<file path="src/rtl/cic_pkg.sv">
// Shared definitions for the CIC decimation scheduler: default geometry,
// FSM state encoding and ratio decode.
package cic_pkg;

  localparam int CYC_PER_IN_DEF = 128;
  localparam int NCH_DEF = 2;

  typedef enum logic {
    IDLE = 1'b0,
    RUN  = 1'b1
  } state_t;

  function automatic logic [3:0] ratio_from_log2(input logic [1:0] l2);
    return 4'd1 << l2;
  endfunction

endpackage

</file>
<file path="src/rtl/cic_phase_cnt.sv">
// Input-sample cycle counter and per-frame sample counter, with the decimation
// ratio latched on the first cycle of each frame.
module cic_phase_cnt
  import cic_pkg::*;
#(
  parameter int CYC_PER_IN = CYC_PER_IN_DEF,
  parameter int CYCW = 7
) (
  input  logic            clk,
  input  logic            reset,
  input  logic            adv,
  input  logic [1:0]      ratio_log2,
  output logic [CYCW-1:0] cyc_next,
  output logic [2:0]      smp_next,
  output logic [1:0]      ratio_next,
  output logic [1:0]      ratio_active
);

  logic [CYCW-1:0] cyc;
  logic [2:0]      smp;
  logic            boundary;
  logic            cyc_wrap;
  logic [3:0]      r;

  // ratio_next is the ratio governing the state being entered, so decode of
  // the first frame cycle already sees a freshly requested ratio.
  always_comb begin
    boundary   = adv && (cyc == '0) && (smp == '0);
    ratio_next = boundary ? ratio_log2 : ratio_active;
    r          = ratio_from_log2(ratio_next);
    cyc_wrap   = (cyc == CYCW'(CYC_PER_IN - 1));
    cyc_next   = '0;
    smp_next   = '0;
    if (adv) begin
      cyc_next = cyc_wrap ? '0 : cyc + CYCW'(1);
      if (cyc_wrap)
        smp_next = ({1'b0, smp} == (r - 4'd1)) ? 3'd0 : smp + 3'd1;
      else
        smp_next = smp;
    end
  end

  always_ff @(posedge clk) begin
    if (reset) begin
      cyc          <= '0;
      smp          <= '0;
      ratio_active <= '0;
    end else begin
      cyc          <= cyc_next;
      smp          <= smp_next;
      ratio_active <= ratio_next;
    end
  end

endmodule

</file>
<file path="src/rtl/cic_dec_sched.sv">
// Time-division sequencer for the shared accumulate-and-dump decimator:
// per-channel command slots, runtime ratio, and output frame handshake.
module cic_dec_sched
  import cic_pkg::*;
#(
  parameter int CYC_PER_IN = CYC_PER_IN_DEF,
  parameter int NCH = NCH_DEF,
  parameter int CHW = 1
) (
  input  logic           mclk,
  input  logic           reset,
  input  logic           en,
  input  logic [1:0]     ratio_log2,
  output logic           in_strobe,
  output logic           op_valid,
  output logic [CHW-1:0] op_ch,
  output logic           op_first,
  output logic           op_last,
  output logic [1:0]     ratio_active,
  output logic           out_valid,
  input  logic           out_ready,
  output logic           overrun
);

  localparam int CYCW  = (CYC_PER_IN > 1) ? $clog2(CYC_PER_IN) : 1;
  localparam int SLOT0 = CYC_PER_IN - NCH;

  state_t          state;
  state_t          state_nxt;
  logic            adv;
  logic [CYCW-1:0] cyc_next;
  logic [2:0]      smp_next;
  logic [1:0]      ratio_next;
  logic [3:0]      r_next;
  logic [CYCW-1:0] slot_off;
  logic            slot_next;
  logic            first_next;
  logic            last_next;
  logic            strobe_next;
  logic            done;

  always_ff @(posedge mclk) begin
    if (reset) state <= IDLE;
    else       state <= state_nxt;
  end

  always_comb begin
    state_nxt = state;
    case (state)
      IDLE:    if (en)  state_nxt = RUN;
      RUN:     if (!en) state_nxt = IDLE;
      default: state_nxt = IDLE;
    endcase
  end

  // The first enabled cycle is still IDLE but already counts as frame cycle 0.
  always_comb begin
    adv = 1'b0;
    case (state)
      IDLE:    adv = en;
      RUN:     adv = en;
      default: adv = 1'b0;
    endcase
  end

  cic_phase_cnt #(
    .CYC_PER_IN(CYC_PER_IN),
    .CYCW      (CYCW)
  ) u_phase (
    .clk         (mclk),
    .reset       (reset),
    .adv         (adv),
    .ratio_log2  (ratio_log2),
    .cyc_next    (cyc_next),
    .smp_next    (smp_next),
    .ratio_next  (ratio_next),
    .ratio_active(ratio_active)
  );

  // Outputs are decoded from the counter state being entered, so the
  // registered command lines up with the cycle whose counter value it names.
  always_comb begin
    r_next      = ratio_from_log2(ratio_next);
    slot_off    = cyc_next - CYCW'(SLOT0);
    slot_next   = adv && (cyc_next >= CYCW'(SLOT0));
    first_next  = slot_next && (smp_next == 3'd0);
    last_next   = slot_next && ({1'b0, smp_next} == (r_next - 4'd1));
    strobe_next = adv && (cyc_next == CYCW'(CYC_PER_IN - 1));
    done        = op_valid && op_last && (op_ch == CHW'(NCH - 1));
  end

  always_ff @(posedge mclk) begin
    if (reset || !en) begin
      in_strobe <= 1'b0;
      op_valid  <= 1'b0;
      op_ch     <= '0;
      op_first  <= 1'b0;
      op_last   <= 1'b0;
      out_valid <= 1'b0;
      overrun   <= 1'b0;
    end else begin
      in_strobe <= strobe_next;
      op_valid  <= slot_next;
      op_ch     <= slot_next ? slot_off[CHW-1:0] : '0;
      op_first  <= first_next;
      op_last   <= last_next;
      // A completing frame wins over acceptance; overrun only if it was unread.
      if (done) begin
        out_valid <= 1'b1;
        if (out_valid && !out_ready) overrun <= 1'b1;
      end else if (out_valid && out_ready) begin
        out_valid <= 1'b0;
      end
    end
  end

endmodule

</file>
<file path="config.mk">
export PLATFORM = sky130hd
export DESIGN_NAME = cic_dec_sched
export DESIGN_NICKNAME = d
export VERILOG_FILES = /design/src/rtl/cic_pkg.sv /design/src/rtl/cic_phase_cnt.sv /design/src/rtl/cic_dec_sched.sv
export SDC_FILE = /design/constraint.sdc
export NUM_CORES = 1
export LEC_CHECK = 0
export CORE_UTILIZATION = 57
export CTS_CLUSTER_SIZE = 20
export DETAILED_ROUTE_END_ITERATION = 6
export PLACE_DENSITY = 0.83
export SETUP_SLACK_MARGIN = 0.4
export SKIP_LAST_GASP = 1
export SYNTH_ARGS = -nofsm -noshare
export SYNTH_HDL_FRONTEND = slang
export SYNTH_SLANG_ARGS = --single-unit
</file>
<file path="constraint.sdc">
create_clock -name mclk -period 4.53 [get_ports mclk]
set_input_delay 0.6795 -clock mclk [delete_from_list [all_inputs] [get_ports mclk]]
set_output_delay 0.6795 -clock mclk [all_outputs]
set_load 0.01 [all_outputs]
</file>
==> impl_metrics.csv <==
group,metric,value,unit
worst_hold_path,hold_class,"flip-flop to flip-flop",
yosys,synth_area_leaders,"dfxtp_1 35%, ha_1 4.7%, nand3_1 4.2%",
yosys,yosysWarnings,0,
drt,drc,0,
drt,drtAntennaViolNets,0,
cts,postCtsHoldBufs,0,
cts,clk_latency,0.29,ns
cts,htreeDepth,1,
cells_and_area,layout.cells.non_filler,160,
worst_setup_path,critical_path_class,"primary input to flip-flop",
yosys,seq_area_frac_synth,35.39,%
drt,drtIter0Drc,24,
worst_setup_path,crit-reg2reg-launch,"u_phase.cyc[0]",
drt,vias_per_cell,5.831,
cells_and_area,syn2layout_area_growth,16.41,%
global_routing,grtUsageTotal,23.03,%
sta,hold_viol,0,
yosys,synthArstFlopShare,0,%
sta,max_freq,0.3694,GHz
drt,first_pass_iters,5,
yosys,synth_top_area_share,35.39,%
worst_setup_path,reg2regPathDepth,7,
placement,post-place-cells,156,
sta,slew_headroom,71.80,%
worst_setup_path,endpoint,"op_last",
cts,clk_pin_slew,0.12,ns
yosys,avgSynthCellArea,8.957,sq um
cts,cts-root-buf,"clkbuf_4",
cells_and_area,fill_cells,142,
power_and_ir_drop,intPower,0.2184,mW
power_and_ir_drop,power,0.2904,mW
worst_setup_path,worstReg2RegEnd,"op_last",
power_and_ir_drop,p_sw,0.07202,mW
power_and_ir_drop,clock_power_share,29.3,%
power_and_ir_drop,p_leak,0.4327,nW
floorplan,initial_core_util,61.58,%
drt,wl_per_cell,13.62,microns
cts,numCtsBuffers,3,
placement,globalplace.congestion,0.9245,
sta,finalSetupTns,0,ns
worst_setup_path,critical_path.max_stage_delay,0.65,ns
floorplan,core-area,1745,sq um
power_and_ir_drop,netSwitchingFraction,24.80,%
sta,period_needed,2.707,ns
power_and_ir_drop,combPwrFrac,11.5,%
worst_setup_path,worstPathRequired,4.75,ns
yosys,syn_nets,130,
cells_and_area,utilization,71.68,%
flow_run,cap_violations,0,
cts,postCtsSetupRepairBufs,0,
cts,cts_tree,"built",
cells_and_area,multiInputGateArea,645.6,sq um
yosys,netlist_instances,120,
worst_setup_path,start_kind,"primary input",
cts,cts.sinks,19,
yosys,yosys_most_used_dff,"dfxtp_1",
cts,clock_path_buffers,2,
cells_and_area,diodes,0,
power_and_ir_drop,irDropWorstVdd,0.0001850,V
floorplan,fp.dieH,45.43,microns
floorplan,core.rowCount,15,
drt,num_vias,933,
worst_setup_path,cpMaxStageDelayCell,"clkdlybuf4s50_1",
yosys,synth_edf_count,0,
worst_setup_path,worstPathCellList,"clkdlybuf4s50_1 -> nor3b_2 -> nand4_4 -> a2111o_1 -> a222oi_1 -> a21oi_1 -> a211oi_2",
worst_setup_path,path_buf_inv,1,
placement,hpwlAfterDp,1661,microns
yosys,yosysTopAreaCell,"dfxtp_1",
worst_setup_path,critPathLaunch,"en",
sta,worst_slew_pin_slew,0.4225,ns
floorplan,ioPinCount,15,
cells_and_area,final_layout_size_suffix_gt1_share,11.11,%
yosys,yosysUniqueCellTypes,48,
sta,setup_viol,0,
global_routing,grt_pass1_vias,825,
yosys,syn_area,1075,sq um
sta,fin_crit_sh,59.75,%
placement,io_buffers,14,
cts,cts_resized,0,
worst_setup_path,r2r_slack,2.22,ns
floorplan,die_x,45.43,microns
sta,report.final.slew_viol_count,0,
worst_setup_path,worst_path_dominant_cell_family,"compound AO/OA/AOI/OAI gates",
sta,rsz0062_at_grt,"false",
worst_setup_path,endpoint_kind,"flip-flop",
drt,drt-total-wl,2179,microns
worst_setup_path,path_depth,7,
global_routing,antenna_found_initial,0,
sta,finalClockSkew,0.009800,ns
run_status,status,"finished, final reports clean",
cells_and_area,register_area,380.4,sq um
global_routing,grt-ovfl-total,0,
global_routing,grt_max_degree,12,
worst_setup_path,critPathMaxFanout,10,
yosys,ys_seq_elements,19,
worst_setup_path,cp.arrival,2.92,ns
power_and_ir_drop,p_per_area,232.1,nW/um^2
power_and_ir_drop,seq_power_share,59.2,%
global_routing,grt_pass1_wl,3532,microns
floorplan,dieArea,2063,sq um
cells_and_area,fin_nets,146,
## cell families (layout without fill, tap and decap cells)
family	after synthesis	count (layout)	synth area share [%]
muxes	3	3	2.910
AOI/OAI and AO/OA	20	20	13.74
and+or+nand+nor	58	58	33.88
xor gates and xnor gates	6	6	4.890
adders and majority gates	4	4	4.657
buffers and inverters	10	25	4.540
DFF	19	19	35.39
## worst register-to-register path, stage by stage, from the launching register on
cell and delay, ns:
dfxtp_1 0.45, ha_1 0.23, nand3_1 0.23, or2_4 0.35, a2111o_1 0.35, a222oi_1 0.34, a21oi_1 0.09, a211oi_2 0.19
## cell usage in the layout (no fill, tap or decap), types with 2 or more instances in the layout
| cell type | synthesis | layout |
|---|---|---|
| nand2_1 | 9 | 9 |
| inv_1 | 7 | 7 |
| dfxtp_1 | 19 | 19 |
| nor3_1 | 5 | 5 |
| clkdlybuf4s50_1 | 0 | 14 |
| nand2b_1 | 4 | 4 |
| and2_1 | 2 | 2 |
| ha_1 | 4 | 4 |
| clkbuf_4 | 0 | 3 |
| nor2_1 | 7 | 7 |
| xor2_1 | 3 | 3 |
| nor4_1 | 3 | 3 |
| xnor2_1 | 3 | 3 |
| nand3b_1 | 3 | 3 |
| nand3_1 | 9 | 9 |
| o21ai_0 | 2 | 2 |
| a21oi_1 | 6 | 6 |
| mux2i_1 | 2 | 2 |
## flip-flops by register name (all words and copies together) (netlist names)
register              flops
op_last                   1
out_valid                 1
u_phase.smp               3
op_valid                  1
in_strobe                 1
u_phase.ratio_active      2
overrun                   1
op_first                  1
u_phase.cyc               7
op_ch                     1
## metrics by stage
| step | area (sq um) | setup WS, ns | hold WS (ns) |
|---|---|---|---|
| after global routing | 1251 | 1.701 | 0.5338 |
| after floorplan | 1075 | 2.286 | 0.4970 |
| after CTS | 1251 | 1.856 | 0.4953 |
| final | 1251 | 1.823 | 0.4919 |
| after global placement | 1224 | 1.621 | 0.4635 |
| after detailed placement | 1224 | 1.550 | 0.4682 |
## per-layer routing
layer | global-route usage, % | routed length, microns
met5 | 0 | 0
met4 | 9.091 | 15
met3 | 2.778 | 55
met2 | 34.86 | 1047
met1 | 33.09 | 1061
## final cells by class
type,count,share of cell area (%)
timing repair buffer,14,11.20
tap,25,2.500
inverter,7,2.100
clock buffer,3,1.800
clock inverter,1,0.4000
multi-input combinational,91,51.60
sequential,19,30.40
## synth_stat cells, types with 2 or more instances
cell type and n:
ha_1 4, mux2i_1 2, and2_1 2, xor2_1 3, nor4_1 3, inv_1 7, nor2_1 7, a21oi_1 6
nand2_1 9, dfxtp_1 19, nor3_1 5, nand2b_1 4, xnor2_1 3, nand3b_1 3, o21ai_0 2, nand3_1 9
## worst min-delay path by stage
stage | endpoint | depth (start not counted) | start | slack [ns]
after detailed placement | overrun | 1 | overrun | 0.47
after global routing | overrun | 1 | overrun | 0.53
after global placement | overrun | 1 | overrun | 0.46
after CTS | overrun | 1 | overrun | 0.50
final | overrun | 1 | overrun | 0.49
after floorplan | in_strobe | 1 | u_phase.cyc[0] | 0.50
## power groups by stage
| stage | logic [mW] | registers (mW) | clock network [mW] |
|---|---|---|---|
| after floorplan | 0.0212 | 0.176 | 0 |
| after global placement | 0.0323 | 0.176 | 0 |
| after detailed placement | 0.0328 | 0.176 | 0 |
| after CTS | 0.0330 | 0.172 | 0.0873 |
| after global routing | 0.0362 | 0.173 | 0.0937 |
| final | 0.0333 | 0.172 | 0.0851 |
Note: power is estimated with default switching activity, not from simulation.
==> edit, RTL diff (config.mk and constraints unchanged) <==
The package constant `CYC_PER_IN_DEF` goes from 128 to 256.
--- a/src/rtl/cic_pkg.sv
+++ b/src/rtl/cic_pkg.sv
@@ -3,5 +3,5 @@
 package cic_pkg;
 
-  localparam int CYC_PER_IN_DEF = 128;
+  localparam int CYC_PER_IN_DEF = 256;
   localparam int NCH_DEF = 2;
 
Behaviour: same outputs for any inputs over 10 cycles, from zero or initial values and one cycle with reset high; that may be too few to reach the edited logic, so the function may still have changed.
==> edit against the original RTL <==
Count of clock-buffer cells in the layout did not move. Routed wire length rose by 4.8%. Sequential cell count rose by 1. Setup slack better by 0.25 ns. Clock skew rose by 0.0032 ns. Total power up 25%. Area after synthesis rose by 3.1%. Design area up 3.8%.
==> edit: results (changes against the original RTL) <==
[status]
status=complete, no violations  ; unchanged

[global_routing]
first_global_vias=851  ; was 825
grt_max_degree=13  ; was 12
gr-usage-met2_pct=42.8  ; was 34.9%
use_met3_pct=6.27  ; was 2.78%

[synth]
synth_fa_ha_area_share_pct=4.51  ; was 4.66%
synth_xor_area_share_pct=7.90  ; was 4.89%
synth_compound_area_share_pct=9.93  ; was 13.7%
synthTopCellsByArea=dfxtp_1 (36%), nor2_1 (6.1%), nand3_1 (5.9%), xnor2_1 (4.7%), ha_1 (4.5%)  ; was dfxtp_1 (35%), ha_1 (4.7%), nand3_1 (4.2%), nand2_1 (3.1%), a21oi_1 (2.8%)
synth_area_per_cell_um2=8.87  ; was 8.96 µm²

[power_and_ir_drop]
p_sw_uw=77.8  ; was 72.0 µW
peakVddDrop_mv=0.210  ; was 0.185 mV

[worst_setup_path]
arrival_ns=2.66  ; was 2.92 ns
path_max_fanout=7  ; was 10
regToRegSetupSlack_ns=2.43  ; was 2.22 ns

[detailed_routing]
dr_total_vias=952  ; was 933
m1WireLength_um=992  ; was 1060 µm
wl_met2_um=1130  ; was 1050 µm
routed_wirelength_um=2280  ; was 2180 µm
wl_met3_um=119  ; was 55 µm
drt_iter0_markers=23  ; was 24

[layout]
nets=148  ; was 146
stdcell_area_mm2=0.00130  ; was 0.00125 mm²

[placement]
routabilityCongestion=0.904  ; was 0.925
dp_cells=158  ; was 156
dp_hpwl_um=1690  ; was 1660 µm

[sta]
worst_slew_pin_slew_ns=0.507  ; was 0.422 ns
whs_ns=0.510  ; was 0.492 ns
fin_crit_sh_pct=54.2  ; was 59.8%

[clocking]
clk_pin_slew_worst_paths_ns=0.10  ; was 0.12 ns

## edit: cell count changes after synthesis, sizes merged, moves of 2 or more
cell,unedited run,this run
nand3,9,13
clkbuf,1,4
nor4,4,6
xnor2,3,6
a211o,0,2
nor2,8,18
nand2,9,3
nor3b,2,0
a21boi,0,2
a21oi,6,2
nor3,5,2
nand3b,3,1
mux2i,2,5
and2,2,0
## edit: power by group through the flow
stage	combinational (mW)	sequential, mW	clock, mW
final	0.0333	0.181	0.147
after global routing	0.0357	0.182	0.154
after CTS	0.0328	0.181	0.149
after detailed placement	0.0327	0.185	0
after global placement	0.0317	0.185	0
after floorplan	0.0209	0.185	0
## edit: layout make-up
type | instances | area share [%]
Multi-Input combinational cell | 91 | 49.6
Sequential cell | 20 | 30.8
Timing Repair Buffer | 14 | 10.8
Tap cell | 25 | 2.41
Clock inverter | 1 | 2.31
Inverter | 8 | 2.31
Clock buffer | 3 | 1.73
